`src/rtl/vpp_meas_ctrl_if.sv`:
```
// Signal bundle for the peak-to-peak measurement controller: ADC stream in,
// autorange gain code out, result valid/ready handshake towards the display stage.
interface vpp_meas_ctrl_if #(
  parameter int DW = 10
);
  logic          enable;
  logic [DW-1:0] adc_data;
  logic          adc_valid;
  logic [1:0]    gain_sel;
  logic [DW-1:0] span;
  logic [1:0]    range;
  logic          overrange;
  logic          res_valid;
  logic          res_ready;
  logic          busy;

  modport master (
    output enable, adc_data, adc_valid, res_ready,
    input  gain_sel, span, range, overrange, res_valid, busy
  );

  modport slave (
    input  enable, adc_data, adc_valid, res_ready,
    output gain_sel, span, range, overrange, res_valid, busy
  );
endinterface

```
`src/rtl/vpp_meas_ctrl.sv`:
```
// Autoranging peak-to-peak measurement: settle after gain changes, track max/min
// over a fixed sample window, step gain toward a usable span, then hand off the result.
module vpp_meas_ctrl #(
  parameter int DW         = 10,
  parameter int WIN_LEN    = 1024,
  parameter int SETTLE_LEN = 256,
  parameter int HI_TH      = 900,
  parameter int LO_TH      = 200
) (
  input  logic           clk,
  input  logic           rst,
  vpp_meas_ctrl_if.slave bus
);

  typedef enum logic [2:0] {
    IDLE,
    SETTLE,
    ACQ,
    EVAL,
    REPORT
  } state_t;

  localparam int SW = $clog2(SETTLE_LEN + 1);
  localparam int CW = $clog2(WIN_LEN + 1);

  localparam logic [DW-1:0] FULL_SCALE  = {DW{1'b1}};
  localparam logic [DW:0]   HI_V        = (DW+1)'(HI_TH);
  localparam logic [DW:0]   LO_V        = (DW+1)'(LO_TH);
  localparam logic [SW-1:0] SETTLE_LAST = SW'(SETTLE_LEN - 1);
  localparam logic [CW-1:0] WIN_LAST    = CW'(WIN_LEN - 1);

  state_t        state_reg;
  logic [SW-1:0] settle_cnt_reg;
  logic [CW-1:0] smp_cnt_reg;
  logic [DW-1:0] max_reg;
  logic [DW-1:0] min_reg;
  logic          clip_reg;
  logic [1:0]    chg_cnt_reg;
  logic [1:0]    gain_reg;
  logic [DW-1:0] span_reg;
  logic [1:0]    range_reg;
  logic          ovr_reg;
  logic          res_valid_reg;

  logic [DW-1:0] win_span;
  logic [DW-1:0] max_next;
  logic [DW-1:0] min_next;
  logic          smp_clip;
  logic          go_down;
  logic          go_up;
  logic          chg_allowed;

  always_comb begin
    win_span    = max_reg - min_reg;
    max_next    = (bus.adc_data > max_reg) ? bus.adc_data : max_reg;
    min_next    = (bus.adc_data < min_reg) ? bus.adc_data : min_reg;
    smp_clip    = (bus.adc_data == '0) || (bus.adc_data == FULL_SCALE);
    // Ranging down has priority; a clipped window never asks for more gain.
    go_down     = (({1'b0, win_span} >= HI_V) || clip_reg) && (gain_reg != 2'd0);
    go_up       = !go_down && ({1'b0, win_span} < LO_V) && (gain_reg != 2'd3) && !clip_reg;
    chg_allowed = (chg_cnt_reg != 2'd3);
  end

  always_ff @(posedge clk or posedge rst) begin
    if (rst) begin
      state_reg      <= IDLE;
      settle_cnt_reg <= '0;
      smp_cnt_reg    <= '0;
      max_reg        <= '0;
      min_reg        <= '0;
      clip_reg       <= 1'b0;
      chg_cnt_reg    <= 2'd0;
      gain_reg       <= 2'd0;
      span_reg       <= '0;
      range_reg      <= 2'd0;
      ovr_reg        <= 1'b0;
      res_valid_reg  <= 1'b0;
    end else begin
      case (state_reg)
        IDLE: begin
          if (bus.enable) begin
            state_reg      <= SETTLE;
            settle_cnt_reg <= '0;
          end
        end

        SETTLE: begin
          if (!bus.enable) begin
            state_reg <= IDLE;
          end else if (settle_cnt_reg == SETTLE_LAST) begin
            state_reg   <= ACQ;
            max_reg     <= '0;
            min_reg     <= FULL_SCALE;
            smp_cnt_reg <= '0;
            clip_reg    <= 1'b0;
          end else begin
            settle_cnt_reg <= settle_cnt_reg + 1'b1;
          end
        end

        ACQ: begin
          if (!bus.enable) begin
            state_reg <= IDLE;
          end else if (bus.adc_valid) begin
            max_reg     <= max_next;
            min_reg     <= min_next;
            clip_reg    <= clip_reg | smp_clip;
            smp_cnt_reg <= smp_cnt_reg + 1'b1;
            if (smp_cnt_reg == WIN_LAST) begin
              state_reg <= EVAL;
            end
          end
        end

        EVAL: begin
          if (!bus.enable) begin
            state_reg <= IDLE;
          end else if ((go_down || go_up) && chg_allowed) begin
            gain_reg       <= go_down ? (gain_reg - 2'd1) : (gain_reg + 2'd1);
            chg_cnt_reg    <= chg_cnt_reg + 2'd1;
            settle_cnt_reg <= '0;
            state_reg      <= SETTLE;
          end else begin
            span_reg      <= win_span;
            range_reg     <= gain_reg;
            ovr_reg       <= clip_reg && (gain_reg == 2'd0);
            res_valid_reg <= 1'b1;
            state_reg     <= REPORT;
          end
        end

        REPORT: begin
          // Dropping enable here only takes effect once the result is taken.
          if (bus.res_ready) begin
            res_valid_reg <= 1'b0;
            chg_cnt_reg   <= 2'd0;
            if (bus.enable) begin
              state_reg   <= ACQ;
              max_reg     <= '0;
              min_reg     <= FULL_SCALE;
              smp_cnt_reg <= '0;
              clip_reg    <= 1'b0;
            end else begin
              state_reg <= IDLE;
            end
          end
        end

        default: state_reg <= IDLE;
      endcase
    end
  end

  assign bus.gain_sel  = gain_reg;
  assign bus.span      = span_reg;
  assign bus.range     = range_reg;
  assign bus.overrange = ovr_reg;
  assign bus.res_valid = res_valid_reg;
  assign bus.busy      = (state_reg != IDLE);

endmodule

```
`src/flat_wrapper.sv`:
```
// flat-port wrapper written by rule: the top's interface ports become plain ports
module vpp_meas_ctrl_flat 
#(
  parameter int DW         = 10,
  parameter int WIN_LEN    = 1024,
  parameter int SETTLE_LEN = 256,
  parameter int HI_TH      = 900,
  parameter int LO_TH      = 200
)
  (clk, rst, bus_enable, bus_adc_data, bus_adc_valid, bus_res_ready, bus_gain_sel, bus_span, bus_range, bus_overrange, bus_res_valid, bus_busy);
  vpp_meas_ctrl_if #(.DW(DW)) bus_i ();
  input  logic clk;
  input  logic rst;
  input wire logic [$bits(bus_i.enable)-1:0] bus_enable;
  input wire logic [$bits(bus_i.adc_data)-1:0] bus_adc_data;
  input wire logic [$bits(bus_i.adc_valid)-1:0] bus_adc_valid;
  input wire logic [$bits(bus_i.res_ready)-1:0] bus_res_ready;
  output wire logic [$bits(bus_i.gain_sel)-1:0] bus_gain_sel;
  output wire logic [$bits(bus_i.span)-1:0] bus_span;
  output wire logic [$bits(bus_i.range)-1:0] bus_range;
  output wire logic [$bits(bus_i.overrange)-1:0] bus_overrange;
  output wire logic [$bits(bus_i.res_valid)-1:0] bus_res_valid;
  output wire logic [$bits(bus_i.busy)-1:0] bus_busy;
  assign bus_i.enable = bus_enable;
  assign bus_i.adc_data = bus_adc_data;
  assign bus_i.adc_valid = bus_adc_valid;
  assign bus_i.res_ready = bus_res_ready;
  assign bus_gain_sel = bus_i.gain_sel;
  assign bus_span = bus_i.span;
  assign bus_range = bus_i.range;
  assign bus_overrange = bus_i.overrange;
  assign bus_res_valid = bus_i.res_valid;
  assign bus_busy = bus_i.busy;
  vpp_meas_ctrl #(.DW(DW), .WIN_LEN(WIN_LEN), .SETTLE_LEN(SETTLE_LEN), .HI_TH(HI_TH), .LO_TH(LO_TH)) u_core (.clk(clk), .rst(rst), .bus(bus_i));
endmodule
```
`config.mk`:
```
export PLATFORM = sky130hd
export DESIGN_NAME = vpp_meas_ctrl_flat
export DESIGN_NICKNAME = d
export VERILOG_FILES = /design/src/rtl/vpp_meas_ctrl_if.sv /design/src/rtl/vpp_meas_ctrl.sv /design/src/flat_wrapper.sv
export SDC_FILE = /design/constraint.sdc
export NUM_CORES = 1
export LEC_CHECK = 0
export CAP_MARGIN = 10
export CORE_MARGIN = 1
export CORE_UTILIZATION = 25
export CTS_CLUSTER_SIZE = 20
export DETAILED_ROUTE_END_ITERATION = 6
export GPL_TIMING_DRIVEN = 0
export MAX_ROUTING_LAYER = met4
export PLACE_DENSITY = 0.39
export SKIP_CTS_REPAIR_TIMING = 1
export SYNTH_ARGS = -nofsm -noshare
export SYNTH_HDL_FRONTEND = slang
export SYNTH_SLANG_ARGS = --single-unit
```
`constraint.sdc`:
```
create_clock -name clk -period 2.8 [get_ports clk]
set_input_delay 0.56 -clock clk [delete_from_list [all_inputs] [get_ports clk]]
set_output_delay 0.56 -clock clk [all_outputs]
set_load 0.02 [all_outputs]
```
# Word level (Yosys, flattened, before mapping)
# Index checks and enable logic that the tools add are counted.
# totals
ff_bits,62
word_cells,133
in_bits,15
# classes
n_reduce_logical,28
add_sub_neg,6
n_mux,56
n_bitwise,2
eq_ne,25
n_lt_le_gt_ge,4
# op_table
cell,count
$mux W10,14
$mux W11,6
$pmux W10 S3,2
$mux W9,5
$pmux W11 S3,1
$mux W3,9
$pmux W9 S3,1
$ne A2 B2 Y1 const B,11
$reduce_and A8 Y1,2
$pmux W3 S5,1
$add A11 B1 Y11 const B,1
$eq A11 B10 Y1 const B,1
$eq A10 B10 Y1 const B,1
$ge A10 B10 Y1 const B,1
$gt A10 B10 Y1,1
$logic_not A10 Y1,1
$lt A10 B10 Y1,1
$lt A10 B8 Y1 const B,1
$mux W2,5
$sub A10 B10 Y10,1
$add A9 B1 Y9 const B,1
$eq A9 B8 Y1 const B,1
$mux W1,9
$reduce_bool A3 Y1,3
other kinds (24),41

# Logic depth before layout (Yosys ltp)
# depth
depth_word,13
ltp_mapped,13
mapped_depth_nobuf,12

# Worst setup path before layout
# No wires, ideal clock.
# synth_path
kind,reg2reg
start,register u_core.min_reg[0]
end,register u_core.span_reg[3] (netlist: u_core.bus.span[3])
stages_incl_launch_ff,13
arrival_time_ns,2.898
setup_slack_ns,-0.223
synth_period_minus_slack_ns,3.023
path_cell_list,dfrtp_1 ha_1 fa_1 nor2b_1 o211a_4 nor2_4 a2111oi_0 o21ba_1 a21oi_1 o21ba_4 o21bai_4 buf_12 mux2_4
# synth_between
elab_chain_len,12
word_cells_on_any_way,13
cone_classes,1 x add/sub; 2 x order compare; 1 x bitwise; 9 x reduce/logical
# synth_lines
item,line_no,source
start: declaration,vpp_meas_ctrl.sv:36,logic [DW-1:0] min_reg;
start signal: assignment,vpp_meas_ctrl.sv:106,min_reg <= min_next;
$sub A10 B10 Y10 *,vpp_meas_ctrl.sv:54,win_span = max_reg - min_reg;
$ge A10 B10 Y1,vpp_meas_ctrl.sv:59,"go_down = (({1'b0, win_span} >= HI_V) || clip_reg) && (gain_reg != 2'd0);"
$logic_or A1 B1 Y1,vpp_meas_ctrl.sv:59,
$logic_and A1 B1 Y1,vpp_meas_ctrl.sv:59,
$logic_not A1 Y1,vpp_meas_ctrl.sv:60,"go_up = !go_down && ({1'b0, win_span} < LO_V) && (gain_reg != 2'd3) && !clip_reg;"
$logic_and A1 B1 Y1 (3 in a row),vpp_meas_ctrl.sv:60,
$logic_or A1 B1 Y1,vpp_meas_ctrl.sv:118,end else if ((go_down || go_up) && chg_allowed) begin
$logic_and A1 B1 Y1,vpp_meas_ctrl.sv:118,
$not A1 Y1 (no line),-,
$reduce_and A3 Y1 (no line),-,
end signal: assignment,vpp_meas_ctrl.sv:124,span_reg <= win_span;
end: declaration,vpp_meas_ctrl.sv:40,logic [DW-1:0] span_reg;
# Every way passes the cells marked *; elsewhere a longest branch is shown, timed or not.
# A chain may end at the register's enable or synchronous reset.

# Final worst setup path
# layout_path
start,register u_core.min_reg[0]
end,register u_core.span_reg[7] (netlist: u_core.bus.span[7])
# Same word-level chain as after synthesis.

==> metrics.md <==
| Metric | Value |
|---|---|
| Status | finished, violations left |
| Violated checks | negative setup slack |
| Req. time, crit path | 3.02 ns |
| Worst r2r src | u_core.min_reg[0] |
| Worst skew pair latency | 0.34 ns |
| Hold crit path type | reg2reg |
| Die X-Extent | 127.7 um |
| Design Area, Final | 5191 um2 |
| Sequential-to-total area share from yosys stat | 39.25% |
| Hold Crit Start | u_core.chg_cnt_reg[0] |
| Post-synth EDFFs | 0 |
| Post-synth top flop | dfrtp_1 |
| GP Congestion | 0.7729 |
| Post-Syn Nets | 457 |
| Total Power | 2.436 mW |
| DR DRC count | 0 |
| RSZ-0062 raised after global routing | true |
| Ratio of final minimum period to clock period | 108.4% |
| Final HPWL DP | 7.187 mm |
| Layout area overhead | 31.34% |
| Fraction of layout cells with a size suffix above 1 | 20.68% |
| Grt ovf | 0 |
| DP Worst Slack | -0.6839 ns |
| Worst Setup End Kind | flip-flop |
| Slew at the pin with the worst max-slew slack | 0.8034 ns |
| Initial drt markers | 152 |
| Lkg Pwr | 2.315 nW |
| GR Util All Layers | 13.19% |
| Row count | 45 |
| Final WL | 9.833 mm |
| Die Area | 16320 um2 |
| Multi-input gate area | 2431 um2 |
| Max VDD drop | 0.2832 mV |
| Worst Setup Slack, final | -0.2363 ns |
| Nets | 516 |
| Max Cap Viol | 0 |
| Global-route wire length before repair | 15.96 mm |
| Routed vias/inst | 4.766 |
| Via Count | 3241 |
| Ys async rst share | 100.0% |
| Mapped Area | 3953 um2 |
| Worst reg2reg setup slack | -0.24 ns |
| Fmax | 329.4 MHz |
| Cell variety after synth | 65 |
| Clock skew | 0.008244 ns |
| Most common cell after layout, fill and taps aside | dfrtp_1 |
| Synthesis Warnings | 0 |
| CP arrival | 3.25 ns |
| Initial antenna violation count | 0 |
| CTS buffer count | 9 |
| Number of global-route vias before repair | 3069 |
| Period minus WS final | 3.036 ns |
| Worst Hold Path EP | u_core.chg_cnt_reg[0] |
| Starting density of the core | 25.81% |
| Die height | 127.7 um |
| Fin. Hold Viols | 0 |
| Critical path class | reg2reg |
| Pwr dens | 469.3 nW/um2 |
| Worst Path Max Fanout | 5 |
| CTS root buf | clkbuf_16 |
| Util after Layout | 33.90% |
| Most frequent cells in the layout | 62 x dfrtp_1, 30 x inv_1, 29 x clkdlybuf4s50_1 |
| Register Area | 1551 um2 |
| Clock Path Buffers | 2 |
| Top Ports | 32 |
| Worst hold path stage count | 1 |
| IO buf count | 31 |
| Clk sinks | 62 |
| Clock transition at path regs | 0.05 ns |
| Post-Syn Area per Cell | 9.664 um2 |
| Core area | 15310 um2 |
| CP Launch Type | flip-flop |
| R2R cell count | 13 |
| ANT nets after route | 0 |
| Worst r2r dst | u_core.bus.span[7] |
| H-tree lvl count | 3 |
| Final slew viol count | 0 |
| DR pass1 iterations | 4 |
| Wire length per cell | 14.46 um |
| CTS tree | yes |
| Fillers | 1605 |
| Critical path origin | u_core.min_reg[0] |
| Slew margin rel. | 46.44% |
| Largest register FFs | 11 |
| Post-place instance area | 4551 um2 |
| Diode count | 0 |
| #FFs+latches synth | 62 |
| Final setup vio count | 22 |
| Largest net degree at the start of global routing | 63 |
| Cells after synthesis | 409 |
## critical path: stages, from the launching register on
cell      delay [ns]
dfrtp_1         0.38
ha_2            0.20
fa_2            0.43
nor2b_4         0.16
o211a_4         0.21
nor2_4          0.05
buf_4           0.13
a21boi_0        0.18
a211o_1         0.21
a21oi_2         0.08
o21ba_4         0.23
o21bai_4        0.20
buf_12          0.15
mux2_2          0.32
## worst max-delay path by stage
stage,end,cells past startpoint,slack [ns]
CTS,u_core.bus.span[3],12,-0.54
detailed placement,u_core.min_reg[0],10,-0.68
floorplan,u_core.bus.span[3],12,-0.09
global route,u_core.bus.span[8],12,-0.37
global placement,u_core.min_reg[8],2,-0.70
finish,u_core.bus.span[7],13,-0.24
## power breakdown
group          internal [mW]  total [mW]  switching, mW
Combinational          0.177       0.391          0.214
Clock                  0.664        1.06          0.393
Sequential             0.942       0.988         0.0453
## area by class of cell
| cell class | count | share of cell area, % |
|---|---|---|
| plain buffers | 8 | 1.012 |
| clock buffers | 9 | 4.338 |
| clock inverters | 3 | 0.7713 |
| inverters | 31 | 2.290 |
| multi-input cells | 306 | 46.83 |
| flip-flops and latches | 62 | 29.89 |
| well taps | 211 | 5.086 |
| repair buffers | 50 | 9.785 |
## logic make-up (layout without fill, tap and decap cells)
family | count (synthesis) | count (layout) | synth area share (%)
compound gates | 125 | 126 | 22.92
simple gates | 118 | 118 | 15.07
mux | 17 | 17 | 4.907
xor+xnor | 12 | 12 | 2.659
fa+ha+maj | 33 | 33 | 10.64
flops | 62 | 62 | 39.25
buf+inv | 42 | 101 | 4.558
## metal layers
metal / share of wire (%) / wire, um / GRT usage [%] / vias to the layer above
li1: - / - / - / 1616
met1: 50 / 4963 / 17.22 / 1550
met2: 44 / 4370 / 19.44 / 55
met3: 2.6 / 252 / 2.379 / 20
met4: 2.5 / 246 / 6.920 / 0
met5: 0 / 0 / - / -
## cell usage after synthesis, types with 6 or more instances
| cell type | count | share of area, % |
|---|---|---|
| dfrtp_1 | 62 | 39 |
| mux2i_1 | 7 | 1.8 |
| ha_1 | 32 | 10 |
| a22o_1 | 10 | 2.2 |
| inv_1 | 31 | 2.9 |
| nand3_1 | 11 | 1.4 |
| nand2_1 | 28 | 2.7 |
| a31oi_1 | 6 | 0.95 |
| clkbuf_1 | 6 | 0.57 |
| nor2_1 | 30 | 2.8 |
| xnor2_1 | 7 | 1.6 |
| mux2_2 | 7 | 2.0 |
| and3_1 | 9 | 1.4 |
| o21a_1 | 10 | 1.9 |
| o21ai_0 | 27 | 3.4 |
| a21oi_1 | 22 | 2.8 |
| o22a_1 | 10 | 2.2 |
## through the flow
stage,setup TNS (ns),std cells,hold slack [ns]
after detailed placement,-20.40,651,0.4745
after CTS,-16.91,663,0.4876
after global placement,-62.92,651,0.4667
after global routing,-6.732,680,0.5081
final,-3.201,680,0.4897
after floorplan,-0.2580,409,0.4446
Note: power is estimated with default switching activity, not from simulation.
